`config.mk`:
```
export PLATFORM = sky130hd
export DESIGN_NAME = seg_scan_ctrl_flat
export DESIGN_NICKNAME = d
export VERILOG_FILES = /design/src/rtl/seg_pkg.sv /design/src/rtl/seg_scan_ctrl_if.sv /design/src/rtl/seg_tick_cnt.sv /design/src/rtl/seg_scan_ctrl.sv /design/src/flat_wrapper.sv
export SDC_FILE = /design/constraint.sdc
export NUM_CORES = 1
export LEC_CHECK = 0
export CELL_PAD_IN_SITES_DETAIL_PLACEMENT = 1
export CELL_PAD_IN_SITES_GLOBAL_PLACEMENT = 1
export CORE_MARGIN = 5
export CORE_UTILIZATION = 32
export DETAILED_ROUTE_END_ITERATION = 7
export HOLD_SLACK_MARGIN = 0.12
export PLACE_DENSITY_LB_ADDON = 0.3
export SYNTH_ARGS = -nofsm -noshare
export SYNTH_HDL_FRONTEND = slang
export SYNTH_SLANG_ARGS = --single-unit
```
`constraint.sdc`:
```
create_clock -name CLK -period 3.2 [get_ports CLK]
set_input_delay 0.48 -clock CLK [delete_from_list [all_inputs] [get_ports CLK]]
set_output_delay 0.48 -clock CLK [all_outputs]
set_load 0.05 [all_outputs]
```
`src/rtl/seg_pkg.sv`:
```
// rtl/seg_pkg.sv - shared scan states, blank code and sizing helper for the digit scan controller
package seg_pkg;

  typedef enum logic {
    S_BLANK = 1'b0,
    S_ON    = 1'b1
  } seg_state_t;

  localparam logic [3:0] BLANK_CODE = 4'hF;
  localparam int         DEF_N_DIG  = 4;

  function automatic int cnt_width(input int a, input int b);
    return $clog2((a > b) ? a : b);
  endfunction

endpackage

```
`src/rtl/seg_scan_ctrl_if.sv`:
```
// rtl/seg_scan_ctrl_if.sv - write port and display outputs of the digit scan controller
interface seg_scan_ctrl_if import seg_pkg::*; #(
  parameter int N_DIG = DEF_N_DIG
);

  logic               WR_EN;
  logic [4*N_DIG-1:0] WR_DATA;
  logic               LZ_EN;
  logic [3:0]         D;
  logic [N_DIG-1:0]   AN;
  logic               FRAME;
  logic               PEND;

  modport master (
    output WR_EN, WR_DATA, LZ_EN,
    input  D, AN, FRAME, PEND
  );

  modport slave (
    input  WR_EN, WR_DATA, LZ_EN,
    output D, AN, FRAME, PEND
  );

endinterface

```
`src/rtl/seg_tick_cnt.sv`:
```
// rtl/seg_tick_cnt.sv - loadable up-counter flagging the cycle its count equals a terminal value
module seg_tick_cnt import seg_pkg::*; #(
  parameter int W = 4
) (
  input  logic         i_clk,
  input  logic         i_rst,
  input  logic         i_load,
  input  logic [W-1:0] i_term,
  output logic         o_done
);

  logic [W-1:0] r_cnt;

  assign o_done = (r_cnt == i_term);

  always_ff @(posedge i_clk) begin
    if (i_rst || i_load) begin
      r_cnt <= '0;
    end else begin
      r_cnt <= r_cnt + W'(1);
    end
  end

endmodule

```
`src/rtl/seg_scan_ctrl.sv`:
```
// rtl/seg_scan_ctrl.sv - multiplexed digit scanner with blanking gaps and frame-aligned data commit
module seg_scan_ctrl import seg_pkg::*; #(
  parameter int N_DIG     = DEF_N_DIG,
  parameter int ON_CYC    = 50000,
  parameter int BLANK_CYC = 16
) (
  input logic            CLK,
  input logic            RST,
  seg_scan_ctrl_if.slave bus
);

  localparam int               CNT_W      = cnt_width(ON_CYC, BLANK_CYC);
  localparam int               IDX_W      = $clog2(N_DIG);
  localparam logic [CNT_W-1:0] ON_TERM    = CNT_W'(ON_CYC - 1);
  localparam logic [CNT_W-1:0] BLANK_TERM = CNT_W'(BLANK_CYC - 1);
  localparam logic [IDX_W-1:0] LAST_IDX   = IDX_W'(N_DIG - 1);

  seg_state_t         r_state;
  logic [IDX_W-1:0]   r_idx;
  logic [4*N_DIG-1:0] r_active;
  logic [4*N_DIG-1:0] r_pending;
  logic               r_pend;
  logic               r_frame;
  logic [3:0]         r_d;
  logic [N_DIG-1:0]   r_an;

  logic               w_done;
  logic               w_wrap;
  logic [CNT_W-1:0]   w_term;
  logic [N_DIG-1:0]   w_zero_from;
  logic [3:0]         w_code;

  assign w_term = (r_state == S_BLANK) ? BLANK_TERM : ON_TERM;
  assign w_wrap = (r_state == S_ON) && w_done && (r_idx == LAST_IDX);

  seg_tick_cnt #(.W(CNT_W)) u_tick (
    .i_clk  (CLK),
    .i_rst  (RST),
    .i_load (w_done),
    .i_term (w_term),
    .o_done (w_done)
  );

  // w_zero_from[i] is set when nibbles N_DIG-1 down to i of the shown value are all zero
  always_comb begin : lz_scan
    logic v_zero;
    v_zero      = 1'b1;
    w_zero_from = '0;
    for (int i = N_DIG - 1; i >= 0; i--) begin
      v_zero         = v_zero && (r_active[4*i +: 4] == 4'd0);
      w_zero_from[i] = v_zero;
    end
  end

  assign w_code = (bus.LZ_EN && (r_idx != '0) && w_zero_from[r_idx]) ? BLANK_CODE
                                                                      : r_active[4*r_idx +: 4];

  always_ff @(posedge CLK) begin
    if (RST) begin
      r_state   <= S_BLANK;
      r_idx     <= '0;
      r_an      <= '1;
      r_d       <= BLANK_CODE;
      r_frame   <= 1'b0;
      r_pend    <= 1'b0;
      r_active  <= '0;
      r_pending <= '0;
    end else begin
      r_frame <= 1'b0;
      case (r_state)
        S_BLANK: begin
          // D is reloaded throughout the gap so it is stable before the anode turns on
          r_d <= w_code;
          if (w_done) begin
            r_state <= S_ON;
            r_an    <= ~(N_DIG'(1) << r_idx);
          end
        end
        S_ON: begin
          if (w_done) begin
            r_state <= S_BLANK;
            r_an    <= '1;
            r_idx   <= (r_idx == LAST_IDX) ? '0 : r_idx + IDX_W'(1);
          end
        end
        default: r_state <= S_BLANK;
      endcase

      if (w_wrap && (bus.WR_EN || r_pend)) begin
        r_active <= bus.WR_EN ? bus.WR_DATA : r_pending;
        r_pend   <= 1'b0;
        r_frame  <= 1'b1;
      end else if (bus.WR_EN) begin
        r_pending <= bus.WR_DATA;
        r_pend    <= 1'b1;
      end
    end
  end

  assign bus.D     = r_d;
  assign bus.AN    = r_an;
  assign bus.FRAME = r_frame;
  assign bus.PEND  = r_pend;

endmodule

```
`src/flat_wrapper.sv`:
```
// flat-port wrapper written by rule: the top's interface ports become plain ports
module seg_scan_ctrl_flat import seg_pkg::*;
#(
  parameter int N_DIG     = DEF_N_DIG,
  parameter int ON_CYC    = 50000,
  parameter int BLANK_CYC = 16
)
  (CLK, RST, bus_WR_EN, bus_WR_DATA, bus_LZ_EN, bus_D, bus_AN, bus_FRAME, bus_PEND);
  seg_scan_ctrl_if #(.N_DIG(N_DIG)) bus_i ();
  input logic CLK;
  input logic RST;
  input wire logic [$bits(bus_i.WR_EN)-1:0] bus_WR_EN;
  input wire logic [$bits(bus_i.WR_DATA)-1:0] bus_WR_DATA;
  input wire logic [$bits(bus_i.LZ_EN)-1:0] bus_LZ_EN;
  output wire logic [$bits(bus_i.D)-1:0] bus_D;
  output wire logic [$bits(bus_i.AN)-1:0] bus_AN;
  output wire logic [$bits(bus_i.FRAME)-1:0] bus_FRAME;
  output wire logic [$bits(bus_i.PEND)-1:0] bus_PEND;
  assign bus_i.WR_EN = bus_WR_EN;
  assign bus_i.WR_DATA = bus_WR_DATA;
  assign bus_i.LZ_EN = bus_LZ_EN;
  assign bus_D = bus_i.D;
  assign bus_AN = bus_i.AN;
  assign bus_FRAME = bus_i.FRAME;
  assign bus_PEND = bus_i.PEND;
  seg_scan_ctrl #(.N_DIG(N_DIG), .ON_CYC(ON_CYC), .BLANK_CYC(BLANK_CYC)) u_core (.CLK(CLK), .RST(RST), .bus(bus_i));
endmodule
```
==> impl_metrics.py, run 1 <==
metrics = {
    "synth": {
        "seq_area_frac_synth": 0.439,
        "yosysMostFrequentCell": "dfxtp_1",
        "ys_types": 36,
        "synthFlopType": "dfxtp_1",
        "yosysWarnings": 0,
        "syn_nets": 332,
        "synth_area_leaders": "dfxtp_1 (44%), mux2i_1 (6.5%), nand2_1 (5.0%)",
        "synthArstFlopShare": 0,
        "yosysTopAreaCell": "dfxtp_1",
        "syn_area_mm2": 0.00278,
        "syn_inst": 304,
        "netlist.area_leader.share": 0.439,
        "synth_edf_count": 0,
        "synth_area_per_cell_um2": 9.16,
        "yosys-top-cells-count": "dfxtp_1 (61), nand2_1 (37), nor2_1 (25)",
        "ys_ff_latch": 61,
    },
    "floorplanning": {
        "core_mm2": 0.00859,
        "die_x_um": 103,
        "boundaryPins": 30,
        "die_area_mm2": 0.0107,
        "initial_core_util": 0.324,
        "die_y_um": 103,
        "rows": 34,
    },
    "sta": {
        "slew_headroom": 0.273,
        "finalCriticalPeriod_ns": 2.56,
        "final-max-slew-violation-count": 0,
        "rsz0062_at_grt": "false",
        "worst_pin_slew_ns": 1.09,
        "holdWs_ns": 0.453,
        "finalHoldViolCount": 0,
        "fin_tns_setup_ns": 0,
        "finClkSkew_ns": 0.00672,
        "fin_crit_sh": 0.798,
        "setup_viol": 0,
        "max_freq_mhz": 391,
    },
    "place": {
        "port_buffers": 29,
        "place_hpwl_um": 4680,
        "place_congestion": 0.741,
    },
    "clock_network": {
        "root_buffer": "clkbuf_8",
        "ctsHoldBuffers": 0,
        "postCtsSetupBuffers": 0,
        "ctsResizeCount": 0,
        "cts_tree": "done",
        "cts_buffers": 9,
        "insertion_delay_ns": 0.33,
        "cts.clk_slew.worst_paths_ns": 0.06,
        "ctsLongestPathBuffers": 2,
        "cts.sinks": 61,
        "htreeDepth": 3,
    },
    "drt": {
        "drt-wirelength-per-cell_um": 15.0,
        "via_count": 2224,
        "drc": 0,
        "vias_per_cell": 5.05,
        "firstDrtPassIters": 4,
        "drt-total-wl_um": 6600,
        "ant_nets": 0,
        "first_iter_violations": 63,
    },
    "status": {
        "status": "finished, final reports clean",
    },
    "worst_setup_path": {
        "cp.required_ns": 3.46,
        "reg2reg_to": "u_core.r_pending[9]",
        "worst-endpoint-arrival_ns": 2.81,
        "crit_path_max_fanout": 16,
        "end_kind": "flop",
        "r2r_start": "u_core.r_state",
        "crit_path_start": "u_core.r_state",
        "reg2reg_depth": 9,
        "r2r_setup_slack_ns": 0.64,
        "cp-start-kind": "flop",
        "criticalPathCategory": "reg -> reg",
        "crit_path_end": "u_core.r_pending[9]",
    },
    "flow_run": {
        "drv_cap": 0,
    },
    "global_routing": {
        "use_met3": 0.0423,
        "grtUsageMet1": 0.169,
        "first_global_vias": 2260,
        "grt_max_degree": 53,
        "grt_first_pass_wirelength_um": 11200,
        "antenna_found_initial": 0,
        "track_usage": 0.135,
        "grt_use_met2": 0.222,
        "top_usage_layer": "met2",
        "overflow": 0,
    },
    "layout": {
        "area_delta_synth_final_pct": 20.1,
        "fin_util": 0.389,
        "diodes": 0,
        "drive_gt1_frac": 0.0873,
        "fillers": 993,
        "fin_nets": 357,
    },
    "pwr": {
        "power_leakage_nw": 1.19,
        "ir_worst_vdd_mv": 0.239,
        "power_density_mw_per_mm2": 463,
    },
    "hold_path": {
        "worstHoldPathType": "reg -> reg",
        "whs_path_depth": 2,
    },
}
## kinds of logic after synthesis
group | Yosys count | synth area share
and+or+nand+nor | 121 | 0.218
DFF | 61 | 0.439
AOI/OAI and AO/OA | 51 | 0.128
buffers and inverters | 28 | 0.0413
muxes | 22 | 0.0971
xor gates and xnor gates | 13 | 0.0409
adders and majority gates | 8 | 0.0360
## registers in the layout, summed over array words and instances (netlist names)
signal and cells:
u_core.bus.PEND 1, u_core.r_pending 16, u_core.u_tick.r_cnt 16, u_core.r_idx 2, u_core.bus.FRAME 1, u_core.bus.D 4, u_core.r_active 16, u_core.bus.AN 4
u_core.r_state 1
## routing by layer
| layer | up-vias | share of wire | wire [um] |
|---|---|---|---|
| met5 | - | 0 | 0 |
| met4 | 0 | 0.0083 | 55 |
| met3 | 5 | 0.033 | 219 |
| met2 | 32 | 0.49 | 3220 |
| met1 | 1061 | 0.47 | 3110 |
| li1 | 1126 | - | - |
## critical path, stage by stage, from the launching register on
cell and delay (ns):
dfxtp_1 0.31, buf_4 0.18, inv_1 0.17, nand2_1 0.08, o2111a_1 0.15, ha_1 0.26
o211a_1 0.18, nor2b_1 0.85, nand2_1 0.12, a21oi_1 0.17
## power by group
| group | switching (mW) | leakage [nW] | internal, mW |
|---|---|---|---|
| clock | 0.278 | 0.0923 | 0.372 |
| sequential | 0.0107 | 0.497 | 0.777 |
| combinational | 0.0608 | 0.601 | 0.0513 |
| total | 0.350 | 1.19 | 1.20 |
## final cells by class
| type | count | area [um2] | share of cell area |
|---|---|---|---|
| clock buffers | 12 | 145 | 0.0434 |
| multi-input cells | 215 | 1450 | 0.433 |
| repair buffers | 36 | 338 | 0.101 |
| flip-flops and latches | 61 | 1220 | 0.365 |
| well taps | 108 | 135 | 0.0404 |
| inverters | 6 | 22.5 | 0.00673 |
| clock inverters | 2 | 35.0 | 0.0105 |
## through the flow
step                      instances  area [um2]  setup WS (ns)  total power, mW
after floorplan                 304        2780          0.483            0.869
after global placement          426        3160          0.581            0.917
after detailed placement        426        3160          0.610            0.920
after CTS                       440        3340          0.618             1.58
after global routing            440        3340          0.349             1.63
final                           440        3340          0.645             1.55
## worst min-delay path by stage
stage / from / end / slack, ns
floorplan: u_core.r_pending[0] / u_core.r_pending[0] / 0.44
global placement: u_core.r_pending[14] / u_core.r_pending[14] / 0.44
detailed placement: u_core.r_pending[14] / u_core.r_pending[14] / 0.45
CTS: u_core.r_pending[14] / u_core.r_pending[14] / 0.46
global route: u_core.r_pending[5] / u_core.r_pending[5] / 0.47
finish: u_core.r_pending[7] / u_core.r_pending[7] / 0.45
## cells in the final DEF, fill, tap and decap left out, types with 6 or more instances in the layout
master / n
dfxtp_1: 61
nand2_1: 37
clkdlybuf4s50_1: 28
nor2_1: 25
mux2i_1: 18
a211oi_1: 18
nor3_1: 18
a21oi_1: 16
clkbuf_8: 10
nor4_1: 9
xnor2_1: 9
nand2b_1: 9
nand3_1: 8
ha_1: 8
buf_4: 7
inv_1: 6
Note: power is estimated with default switching activity, not from simulation.
==> inputs of run 2 (changes only) <==
Clock period 3.2 ns to 2.2 ns, I/O delays scaled along.
==> impl_metrics.py, run 2 (synthesis gave the netlist of run 1 again) <==
metrics = {
    "place": {
        "place_hpwl_um": 4700,
        "port_buffers": 29,
        "place_congestion": 0.764,
        "place_ws_ns": -0.0734,
    },
    "clock_network": {
        "ctsHoldBuffers": 0,
        "cts_tree": "done",
        "cts.sinks": 61,
        "root_buffer": "clkbuf_8",
        "insertion_delay_ns": 0.34,
        "htreeDepth": 3,
        "cts.clk_slew.worst_paths_ns": 0.07,
        "cts_buffers": 9,
        "ctsLongestPathBuffers": 2,
    },
    "drt": {
        "drc": 0,
        "ant_nets": 0,
        "via_count": 2320,
        "first_iter_violations": 52,
        "drt-wirelength-per-cell_um": 15.0,
        "firstDrtPassIters": 4,
        "vias_per_cell": 4.99,
        "drt-total-wl_um": 6980,
    },
    "status": {
        "status": "finished, final reports clean",
    },
    "floorplanning": {
        "die_x_um": 103,
        "die_y_um": 103,
        "rows": 34,
        "boundaryPins": 30,
        "die_area_mm2": 0.0107,
        "core_mm2": 0.00859,
        "initial_core_util": 0.324,
    },
    "flow_run": {
        "drv_cap": 0,
    },
    "worst_setup_path": {
        "worst-endpoint-arrival_ns": 2.35,
        "path_buf_inv": 1,
        "critPathMaxStageDelay_ns": 0.52,
        "crit_path_start": "u_core.u_tick.r_cnt[9]",
        "r2r_setup_slack_ns": 0.09,
        "crit_chain": "or4_1, nor2_1, o2111a_2, ha_4, o211a_4, buf_12, nor2_1, a211oi_1",
        "reg2reg_to": "u_core.r_active[6]",
        "cp_common_cell": "nor2_1",
        "cp.required_ns": 2.44,
        "criticalPathCategory": "reg -> reg",
        "crit_cells": 8,
        "reg2reg_depth": 8,
        "cp-start-kind": "flop",
        "end_kind": "flop",
        "r2r_start": "u_core.u_tick.r_cnt[9]",
        "crit_path_max_fanout": 17,
        "path_delay_family": "compound AO/OA/AOI/OAI gates",
        "cp_slowest_cell": "or4_1",
    },
    "pwr": {
        "p_sw_mw": 0.547,
        "ir_worst_vdd_mv": 0.248,
        "swShare": 0.235,
        "power.internal_mw": 1.78,
        "pwr-share-seq": 0.492,
        "power_leakage_nw": 1.34,
        "fin_total_pwr_mw": 2.32,
        "comb_power_share": 0.078,
        "power_density_mw_per_mm2": 638,
        "pwr-share-clk": 0.431,
    },
    "global_routing": {
        "antenna_found_initial": 0,
        "grt_first_pass_wirelength_um": 11700,
        "first_global_vias": 2387,
        "track_usage": 0.142,
        "overflow": 0,
        "grt_max_degree": 60,
    },
    "layout": {
        "area_delta_synth_final_pct": 30.9,
        "final_common_cell": "dfxtp_1",
        "fin_util": 0.424,
        "drive_gt1_frac": 0.185,
        "largest_registers": "u_core.r_active (16), u_core.r_pending (16), u_core.u_tick.r_cnt (16)",
        "fin_nets": 380,
        "diodes": 0,
        "final_cell_mix": "dfxtp_1 (59), nand2_1 (37), clkdlybuf4s50_1 (28)",
    },
    "sta": {
        "max_freq_mhz": 475,
        "worst_pin_slew_ns": 0.629,
        "setup_viol": 0,
        "fin_ws_ns": 0.0949,
        "slew_headroom": 0.581,
        "finalCriticalPeriod_ns": 2.11,
        "fin_tns_setup_ns": 0,
        "final-max-slew-violation-count": 0,
        "finalHoldViolCount": 0,
        "finClkSkew_ns": 0.00767,
        "fin_crit_sh": 0.957,
        "rsz0062_at_grt": "false",
    },
    "hold_path": {
        "worstHoldPathType": "in -> reg",
        "hold_start": "RST",
        "hold_end": "u_core.bus.D[3]",
        "whs_path_depth": 2,
    },
}
## run 2: worst max path at each step
stage,to,slack (ns)
finish,u_core.r_active[6],0.09
global route,u_core.r_active[5],0.02
CTS,u_core.r_active[7],0.01
detailed placement,u_core.r_active[7],-0.07
global placement,u_core.r_pending[3],0.0009
floorplan,u_core.r_pending[6],-0.16
## run 2: worst reg2reg max path, delay by kind of cell, from the launching register on
| kind | cells | cell delay, ns |
|---|---|---|
| buffers and inverters | 1 | 0.16 |
| adders and majority gates | 1 | 0.16 |
| DFF | 1 | 0.32 |
| and+or+nand+nor | 3 | 0.68 |
| AOI/OAI and AO/OA | 3 | 0.70 |
## run 2: repair_timing
action                                  4_1_cts  5_1_grt
cloned                                        0        2
setup buffers                                 0        3
resized for setup                             1        5
endpoints found under the hold margin         0        0
pin swaps                                     1        1
endpoints found under the setup margin       34       36
## run 2: layout make-up
cell class                      instances  area, um2
Fill cell                             999       4950
Sequential cell                        61       1230
Inverter                                6       22.5
Clock buffer                           13        190
Timing Repair Buffer                   58        546
Clock inverter                          3       15.0
Tap cell                              108        135
Multi-Input combinational cell        216       1510
## run 2: routing by layer
metal,track usage,part of all wire,vias to the layer above
li1,-,-,1174
met1,0.186,0.47,1108
met2,0.224,0.48,29
met3,0.0389,0.034,9
met4,0.0508,0.013,0
met5,0,0,-
## run 2: power groups by stage
| stage | clock network (mW) | logic, mW | registers (mW) |
|---|---|---|---|
| 2_1_floorplan | 0 | 0.0861 | 1.18 |
| 3_3_place_gp | 0 | 0.178 | 1.17 |
| 3_5_place_dp | 0 | 0.180 | 1.17 |
| 4_1_cts | 1.04 | 0.181 | 1.14 |
| 5_1_grt | 1.09 | 0.198 | 1.15 |
| 6_report | 1.00 | 0.180 | 1.14 |
## run 2: through the flow
| step | cells | hold slack, ns | instance area, um2 |
|---|---|---|---|
| finish | 465 | 0.292 | 3640 |
| global route | 465 | 0.306 | 3640 |
| CTS | 460 | 0.283 | 3560 |
| detailed placement | 444 | 0.452 | 3360 |
| global placement | 444 | 0.447 | 3360 |
| floorplan | 304 | 0.438 | 2870 |
